===== src/rtl/efi_pkg.sv =====
// Shared constants, FSM state type and small helpers for the EFI core.
//   TEETH_TOTAL / TEETH_MISSING : 60-2 trigger wheel geometry
//   LAST_TOOTH                  : highest tooth index (58 present teeth, 0..57)
//   HALF_REV                    : tooth offset of the second cylinder pair
//   sync_state_e                : crank decoder state {NO_SYNC, SYNCED}
package efi_pkg;
  localparam int TEETH_TOTAL   = 60;
  localparam int TEETH_MISSING = 2;
  localparam int TEETH_PRESENT = TEETH_TOTAL - TEETH_MISSING;
  localparam int LAST_TOOTH    = 57;
  localparam int HALF_REV      = 30;
  localparam int IDX_W         = 6;

  typedef enum logic {NO_SYNC = 1'b0, SYNCED = 1'b1} sync_state_e;

  // Tooth index wrapped into the 58-slot present-tooth space.
  function automatic logic [IDX_W-1:0] tooth_pos(input int t);
    int m;
    m = t % TEETH_PRESENT;
    if (m < 0) m = m + TEETH_PRESENT;
    return IDX_W'(m);
  endfunction

  // Set/clear update for an output latch; clear dominates.
  function automatic logic set_clr(input logic cur, input logic set, input logic clr);
    return clr ? 1'b0 : (set ? 1'b1 : cur);
  endfunction
endpackage


===== src/rtl/efi_crank_gen.sv =====
// Synthetic 60-2 crank pattern for bench-top running without a wheel.
// Ports:
//   clk       in  core clock
//   reset     in  asynchronous active-low reset
//   crank_out out 60-2 pattern, TOOTH_CYCLES clk per tooth, 50% duty,
//                 two trailing tooth slots held low
module efi_crank_gen
  import efi_pkg::*;
#(
  parameter int TOOTH_CYCLES = 800
) (
  input  logic clk,
  input  logic reset,
  output logic crank_out
);
  localparam int PH_W = $clog2(TOOTH_CYCLES);

  logic [PH_W-1:0]  phase_q;
  logic [IDX_W-1:0] slot_q;
  logic             out_q;

  always_ff @(posedge clk or negedge reset) begin
    if (!reset) begin
      phase_q <= '0;
      slot_q  <= '0;
      out_q   <= 1'b0;
    end else begin
      if (phase_q == PH_W'(TOOTH_CYCLES - 1)) begin
        phase_q <= '0;
        slot_q  <= (slot_q == IDX_W'(TEETH_TOTAL - 1)) ? '0 : slot_q + IDX_W'(1);
      end else begin
        phase_q <= phase_q + PH_W'(1);
      end
      out_q <= (phase_q < PH_W'(TOOTH_CYCLES / 2)) && (slot_q < IDX_W'(TEETH_PRESENT));
    end
  end

  assign crank_out = out_q;
endmodule


===== src/rtl/efi_main_core.sv =====
// Engine-control core: 60-2 crank decoder plus tooth-indexed coil and
// batch-fire injector scheduler.
// Ports:
//   clk              in  core clock (2 MHz nominal)
//   reset            in  asynchronous active-low reset
//   vrin             in  conditioned crank signal, asynchronous to clk
//   distributor_mode in  1: single coil on ign_a every half rev; 0: wasted spark
//   fake_crank       in  (EFI_CRANK_GEN_EN only) decode the internal generator
//   ign_a..ign_d     out coil dwell (high = charging, falling edge = spark)
//   inj_a, inj_b     out injector open
//   synced           out decoder locked to the wheel
// Build option: define EFI_CRANK_GEN_EN to add fake_crank and efi_crank_gen.
module efi_main_core
  import efi_pkg::*;
#(
  parameter int PERIOD_W        = 21,
  parameter int STALL_CYCLES    = 2_000_000,
  parameter int IGN_FIRE_TOOTH  = 10,
  parameter int IGN_DWELL_TEETH = 3,
  parameter int INJ_TOOTH       = 0,
  parameter int INJ_PW_CYCLES   = 6000
) (
  input  logic clk,
  input  logic reset,
  input  logic vrin,
  input  logic distributor_mode,
`ifdef EFI_CRANK_GEN_EN
  input  logic fake_crank,
`endif
  output logic ign_a,
  output logic ign_b,
  output logic ign_c,
  output logic ign_d,
  output logic inj_a,
  output logic inj_b,
  output logic synced
);
  localparam int STAGES = 1;
  localparam int INJ_W  = $clog2(INJ_PW_CYCLES + 1);

  localparam logic [IDX_W-1:0] FIRE_A   = tooth_pos(IGN_FIRE_TOOTH);
  localparam logic [IDX_W-1:0] DWELL_A  = tooth_pos(IGN_FIRE_TOOTH - IGN_DWELL_TEETH);
  localparam logic [IDX_W-1:0] FIRE_B   = tooth_pos(IGN_FIRE_TOOTH + HALF_REV);
  localparam logic [IDX_W-1:0] DWELL_B  = tooth_pos(IGN_FIRE_TOOTH - IGN_DWELL_TEETH + HALF_REV);
  localparam logic [IDX_W-1:0] LAST_POS = IDX_W'(LAST_TOOTH);
  localparam logic [1:0][IDX_W-1:0] INJ_POS = {tooth_pos(INJ_TOOTH + HALF_REV), tooth_pos(INJ_TOOTH)};
  localparam logic [PERIOD_W-1:0] STALL_LIM = PERIOD_W'(STALL_CYCLES);
  localparam logic [INJ_W-1:0]    INJ_PW    = INJ_W'(INJ_PW_CYCLES);

  // ---------------- tooth edge detect ----------------
  logic vr_s1_q, vr_s2_q, src_prev_q, tooth_src, rise;
  // [0]: tooth strobe seen by the decoder, [1]: same event seen by the scheduler
  logic [STAGES:0] vld_pipe_q;

`ifdef EFI_CRANK_GEN_EN
  logic gen_crank;
  efi_crank_gen u_gen (.clk(clk), .reset(reset), .crank_out(gen_crank));
  assign tooth_src = fake_crank ? gen_crank : vr_s2_q;
`else
  assign tooth_src = vr_s2_q;
`endif

  assign rise = tooth_src & ~src_prev_q;

  always_ff @(posedge clk or negedge reset) begin
    if (!reset) begin
      vr_s1_q    <= 1'b0;
      vr_s2_q    <= 1'b0;
      src_prev_q <= 1'b0;
      vld_pipe_q <= '0;
    end else begin
      vr_s1_q    <= vrin;
      vr_s2_q    <= vr_s1_q;
      src_prev_q <= tooth_src;
      vld_pipe_q <= {vld_pipe_q[STAGES-1:0], rise};
    end
  end

  // ---------------- period measurement / gap test ----------------
  logic                tooth, evt, stall, is_gap, gap_ok;
  logic [PERIOD_W-1:0] cnt_q, cnt_d, pprev_q;
  logic [PERIOD_W:0]   gap_thr;
  logic [1:0]          ev_seen_q, ev_seen_d;

  assign tooth   = vld_pipe_q[0];
  assign evt     = vld_pipe_q[STAGES];
  assign stall   = (cnt_q >= STALL_LIM);
  assign gap_thr = {1'b0, pprev_q} + {2'b00, pprev_q[PERIOD_W-1:1]};
  assign is_gap  = ({1'b0, cnt_q} > gap_thr);
  // Two prior events are needed before both P and Pprev are real periods.
  assign gap_ok  = (ev_seen_q == 2'd2);

  always_comb begin
    cnt_d     = cnt_q;
    ev_seen_d = ev_seen_q;
    if (tooth)              cnt_d = '0;
    else if (cnt_q != '1)   cnt_d = cnt_q + PERIOD_W'(1);
    if (stall)              ev_seen_d = 2'd0;
    else if (tooth && ev_seen_q != 2'd2) ev_seen_d = ev_seen_q + 2'd1;
  end

  // ---------------- sync FSM ----------------
  sync_state_e      state_q, state_d;
  logic [IDX_W-1:0] idx_q, idx_d;

  always_comb begin
    state_d = state_q;
    idx_d   = idx_q;
    if (stall) begin
      state_d = NO_SYNC;
      idx_d   = '0;
    end else if (tooth) begin
      unique case (state_q)
        NO_SYNC: begin
          if (gap_ok && is_gap) begin
            state_d = SYNCED;
            idx_d   = '0;
          end
        end
        SYNCED: begin
          // Only the expected gap after tooth 57 keeps lock; a gap anywhere
          // else, or a missing gap, means we lost the wheel.
          if (is_gap != (idx_q == LAST_POS)) begin
            state_d = NO_SYNC;
            idx_d   = '0;
          end else if (is_gap) begin
            idx_d = '0;
          end else begin
            idx_d = idx_q + IDX_W'(1);
          end
        end
        default: begin
          state_d = NO_SYNC;
          idx_d   = '0;
        end
      endcase
    end
  end

  always_ff @(posedge clk or negedge reset) begin
    if (!reset) begin
      cnt_q     <= '0;
      pprev_q   <= '0;
      ev_seen_q <= '0;
      state_q   <= NO_SYNC;
      idx_q     <= '0;
    end else begin
      cnt_q     <= cnt_d;
      ev_seen_q <= ev_seen_d;
      if (tooth) pprev_q <= cnt_q;
      state_q   <= state_d;
      idx_q     <= idx_d;
    end
  end

  logic is_synced;
  assign is_synced = (state_q == SYNCED);
  assign synced    = is_synced;

  // ---------------- ignition scheduler ----------------
  logic dmode_q;
  logic ign_a_q, ign_b_q, ign_c_q, ign_d_q;
  logic ign_a_d, ign_b_d, ign_c_d, ign_d_d;
  logic at_da, at_db, at_fa, at_fb;

  assign at_da = (idx_q == DWELL_A);
  assign at_db = (idx_q == DWELL_B);
  assign at_fa = (idx_q == FIRE_A);
  assign at_fb = (idx_q == FIRE_B);

  always_comb begin
    ign_a_d = ign_a_q;
    ign_b_d = ign_b_q;
    ign_c_d = ign_c_q;
    ign_d_d = ign_d_q;
    if (!is_synced) begin
      ign_a_d = 1'b0;
      ign_b_d = 1'b0;
      ign_c_d = 1'b0;
      ign_d_d = 1'b0;
    end else if (evt) begin
      // ign_a clears at both fire points so a dwell begun in distributor
      // mode still ends at its own spark after a mode change.
      ign_a_d = set_clr(ign_a_q, at_da | (dmode_q & at_db), at_fa | at_fb);
      ign_b_d = set_clr(ign_b_q, ~dmode_q & at_db, dmode_q | at_fb);
      ign_c_d = set_clr(ign_c_q, ~dmode_q & at_da, dmode_q | at_fa | at_fb);
      ign_d_d = set_clr(ign_d_q, ~dmode_q & at_db, dmode_q | at_fb);
    end
  end

  always_ff @(posedge clk or negedge reset) begin
    if (!reset) begin
      dmode_q <= 1'b0;
      ign_a_q <= 1'b0;
      ign_b_q <= 1'b0;
      ign_c_q <= 1'b0;
      ign_d_q <= 1'b0;
    end else begin
      dmode_q <= distributor_mode;
      ign_a_q <= ign_a_d;
      ign_b_q <= ign_b_d;
      ign_c_q <= ign_c_d;
      ign_d_q <= ign_d_d;
    end
  end

  assign ign_a = ign_a_q;
  assign ign_b = ign_b_q;
  assign ign_c = ign_c_q;
  assign ign_d = ign_d_q;

  // ---------------- injector pulse timers ----------------
  logic [1:0] inj_q;

  for (genvar g = 0; g < 2; g++) begin : g_inj
    logic [INJ_W-1:0] pw_q, pw_d;
    logic             open_q;

    always_comb begin
      pw_d = pw_q;
      if (!is_synced)                       pw_d = '0;
      else if (evt && idx_q == INJ_POS[g])  pw_d = INJ_PW;   // retrigger reloads
      else if (pw_q != '0)                  pw_d = pw_q - INJ_W'(1);
    end

    always_ff @(posedge clk or negedge reset) begin
      if (!reset) begin
        pw_q   <= '0;
        open_q <= 1'b0;
      end else begin
        pw_q   <= pw_d;
        open_q <= (pw_d != '0);
      end
    end

    assign inj_q[g] = open_q;
  end

  assign inj_a = inj_q[0];
  assign inj_b = inj_q[1];
endmodule


===== config.mk =====
export PLATFORM = sky130hd
export DESIGN_NAME = efi_main_core
export DESIGN_NICKNAME = d
export VERILOG_FILES = /design/src/rtl/efi_pkg.sv /design/src/rtl/efi_crank_gen.sv /design/src/rtl/efi_main_core.sv
export SDC_FILE = /design/constraint.sdc
export NUM_CORES = 1
export LEC_CHECK = 0
export ABC_AREA = 0
export CAP_MARGIN = 20
export CORE_MARGIN = 4
export CORE_UTILIZATION = 30
export CTS_BUF_LIST = sky130_fd_sc_hd__clkbuf_2
export DETAILED_ROUTE_END_ITERATION = 10
export SLEW_MARGIN = 30
export SYNTH_ARGS = -nofsm -noshare
export SYNTH_HDL_FRONTEND = slang
export SYNTH_SLANG_ARGS = --single-unit
export TNS_END_PERCENT = 30

===== constraint.sdc =====
create_clock -name clk -period 9.3 [get_ports clk]
set_input_delay 1.86 -clock clk [delete_from_list [all_inputs] [get_ports clk]]
set_output_delay 1.86 -clock clk [all_outputs]
set_load 0.01 [all_outputs]

==> results.md <==
- Avg WL per Cell: about 14 µm
- Top_reg_cell synth: dfrtp_1
- Vias: 4467
- Vias in the first global route: around 4400
- Mux cell area share after synthesis: 4.82%
- Post-route cell area: 0.00623 mm²
- Count leader, synth: dfrtp_1
- Largest family of logic cells by synthesized area: simple AND/OR/NAND/NOR gates
- Slew Limit Fails: 0
- Synthesized netlist net count: 662
- Synth warn: 0
- Top cells by area, synth: dfrtp_1 (38%), ha_1 (11%), xor2_1 (4.4%)
- Relative slew margins: 44.6%
- Clk buf depth: 2
- Startpoint types: flop
- Vias per inst: between 5 and 6
- First-pass GRT wire length: 21000 µm
- Crit path capture type: flop
- Num CTS Buffers: 9
- Post-CTS Setup Bufs: 0
- # placed instances: 839
- Area Growth Syn to Fin: 8.64%
- Worst Tran Pin Value: 0.810 ns
- Critical path's slowest cell: a2111oi_0
- Fin crit period: 4.81 ns
- CP delay by family, top: compound AO/OA/AOI/OAI gates
- TritonCTS clock tree: done
- Pin count of the biggest net entering global routing: 63
- Placer Congestion: 0.849
- Initial Util: 30.6%
- PwrDens: approximately 230 mW/mm²
- Final hold violation count: 0
- CP peak stage delay: 0.77 ns
- Max-Cap Viols: 0
- Number of diodes: 0
- Post-Route WL: 12200 µm
- Register area share after synthesis: 38.4%
- Fill count: 1942
- Reg clk slew, reported paths: 0.25 ns
- Initial DRC count: 272
- Maximum vdd drop: 98.8 µV
- Top cell type's share of synthesized area: a little under two fifths
- Post-synthesis area per instance: 9.46 µm²
- Setup TNS: 0 ns
- Clock sinks: between 80 and 90
- Layout cells sized above 1: 8.21%
- Initial antenna violation count: 0
- Asr flop ratio synth: 100%
- Number of enable flip-flop cells after synthesis: 0
- Final Cycle Share: 51.8%
- Distinct cells, synth: 63
- Adder-cell share of the synthesized area: 11.5%
- Synthesis-stage register bit count: between 80 and 90
- Leakage Power: 2.81 nW
- CP Data Required Time: 9.85 ns
- Post-DP HPWL: 8700 µm
- Die Wd: 146 µm
- Kind of critical path: flop to flop
- Fin nets: approximately 670
- Detail Route Antenna Nets: 0
- Hold Buf Count CTS: 0
- Final std cells w/o fill: around 860
- H-tree Lvls: 3
- Worst Hold Class: flop to flop
- DR DRC count: 0
- Synth Cell Area: 0.00574 mm²
- Unrepaired setup endpoints after global routing: no
- Outcome: finished clean
- IO buf count: 10
- Num ports: 11
- Crit path cell chain: ha_1, a211o_1, o211ai_1, a221oi_1, a2111oi_0, nor3_1, o211ai_1, nand3_1, ha_1, and4_1, and4b_1, a311o_1, a21oi_1, o311a_1, mux2_1, a21oi_1
- Most common library cells after synthesis: dfrtp_1 (88), nor2_1 (59), ha_1 (51)
- CTS Root Cell: clkbuf_2
- Critical path fanouts, max: 10
- Data arrival time of the critical path: 5.37 ns
- Synth Area in Compound Gates: 14.7%
- Area leader, netlist: dfrtp_1
- Grt ovf: 0
- Post-CTS sizing: 0
- Max Clk Rate: 208 MHz
- Post-DP Area: about 0.0061 mm²
- Rows: 50
- Post-Synthesis Cells: 606
- Post-synthesis simple-gate area fraction: between 20% and 30%
- Post-Synth XOR/XNOR Area: 7.33%
- Setup violations, final: 0
- Die area: ~0.021 mm²
- Setup Skew: between 0.03 and 0.04 ns
- Clock Latency Late Sink: ~0.6 ns
- Core box area: 0.0188 mm²
- CP bufs+invs: 0
- Die height: around 150 µm
- 1st-pass router iterations: 4
- GRT Util Overall: roughly an eighth
path summary, 6_finish.rpt:
path | start | end | slack, ns | cells after the start
setup / recovery | pprev_q[1]$_DFFE_PN0P_ | synced$_DFFE_PN0P_ | 4.49 | 16
hold / removal | tooth_src$_DFF_PN0_ | src_prev_q$_DFF_PN0_ | 0.37 | 0
setup reg to reg | pprev_q[1]$_DFFE_PN0P_ | synced$_DFFE_PN0P_ | 4.49 | 16
hold reg to reg | tooth_src$_DFF_PN0_ | src_prev_q$_DFF_PN0_ | 0.37 | 0
max in group asynchronous | reset | cnt_q[10]$_DFFE_PN0P_ | 7.03 | 2
min in group asynchronous | reset | g_inj[0].pw_q[5]$_DFF_PN0_ | 1.12 | 1
flip-flops by register name, summed over array words and instances, names as in the netlist:
signal      cells
idx_q           6
tooth_src       1
cnt_q          21
ign_c           1
inj_b           1
ign_d           1
synced          1
dmode_q         1
src_prev_q      1
vr_s1_q         1
vld_pipe_q      2
g_inj.pw_q     26
pprev_q        21
ev_seen_q       2
ign_a           1
inj_a           1
power by group:
| part | total, mW | switching (mW) | internal (mW) |
|---|---|---|---|
| sequential | 0.559 | 0.0924 | 0.467 |
| clock | 0.231 | 0.139 | 0.0921 |
| combinational | 0.616 | 0.332 | 0.284 |
| total | 1.41 | 0.564 | 0.842 |
cells by family after synthesis:
logic type               Yosys count
AND/OR/NAND/NOR                  218
buffers and inverters             45
multiplexers                      25
XOR/XNOR                          48
AO/OA/AOI/OAI                    130
adder cells (fa/ha/maj)           52
flip-flops                        88
stage by stage:
step           utilization [%]  worst slack (ns)  power [mW]  hold slack, ns
3_3_place_gp              32.4              4.65        1.18           0.339
3_5_place_dp              32.4              4.55        1.18           0.341
6_report                  33.2              4.49        1.41           0.372
4_1_cts                   33.2              4.50        1.42           0.381
2_1_floorplan                -              5.10        1.03           0.331
5_1_grt                   33.2              4.11        1.53           0.396
routing by layer:
metal	global-route usage [%]	vias to the layer above	part of all wire, %
met4	3.25	0	1.1
li1	-	2257	-
met5	0	-	0
met1	15.5	2145	50
met2	19.2	54	46
met3	2.92	11	2.9
area by class of cell:
type,instances,area [µm²],area share (%)
clock buffer,10,50.0,0.803
sequential,88,2200,35.4
tap,234,293,4.70
multi-input combinational,473,3360,53.9
clock inverter,6,91.3,1.47
timing repair buffer,12,113,1.81
inverter,32,120,1.93
cell usage in the layout, fill, tap and decap left out, drive strengths merged, types with 21 or more instances in the layout:
cell type and instances:
nand3 22, nor2 59, o21ai 21, mux2 21, xor2 29, dfrtp 88
a21oi 44, nand2 35, inv 34, ha 51
No activity file was read; power rests on OpenSTA's default activity.
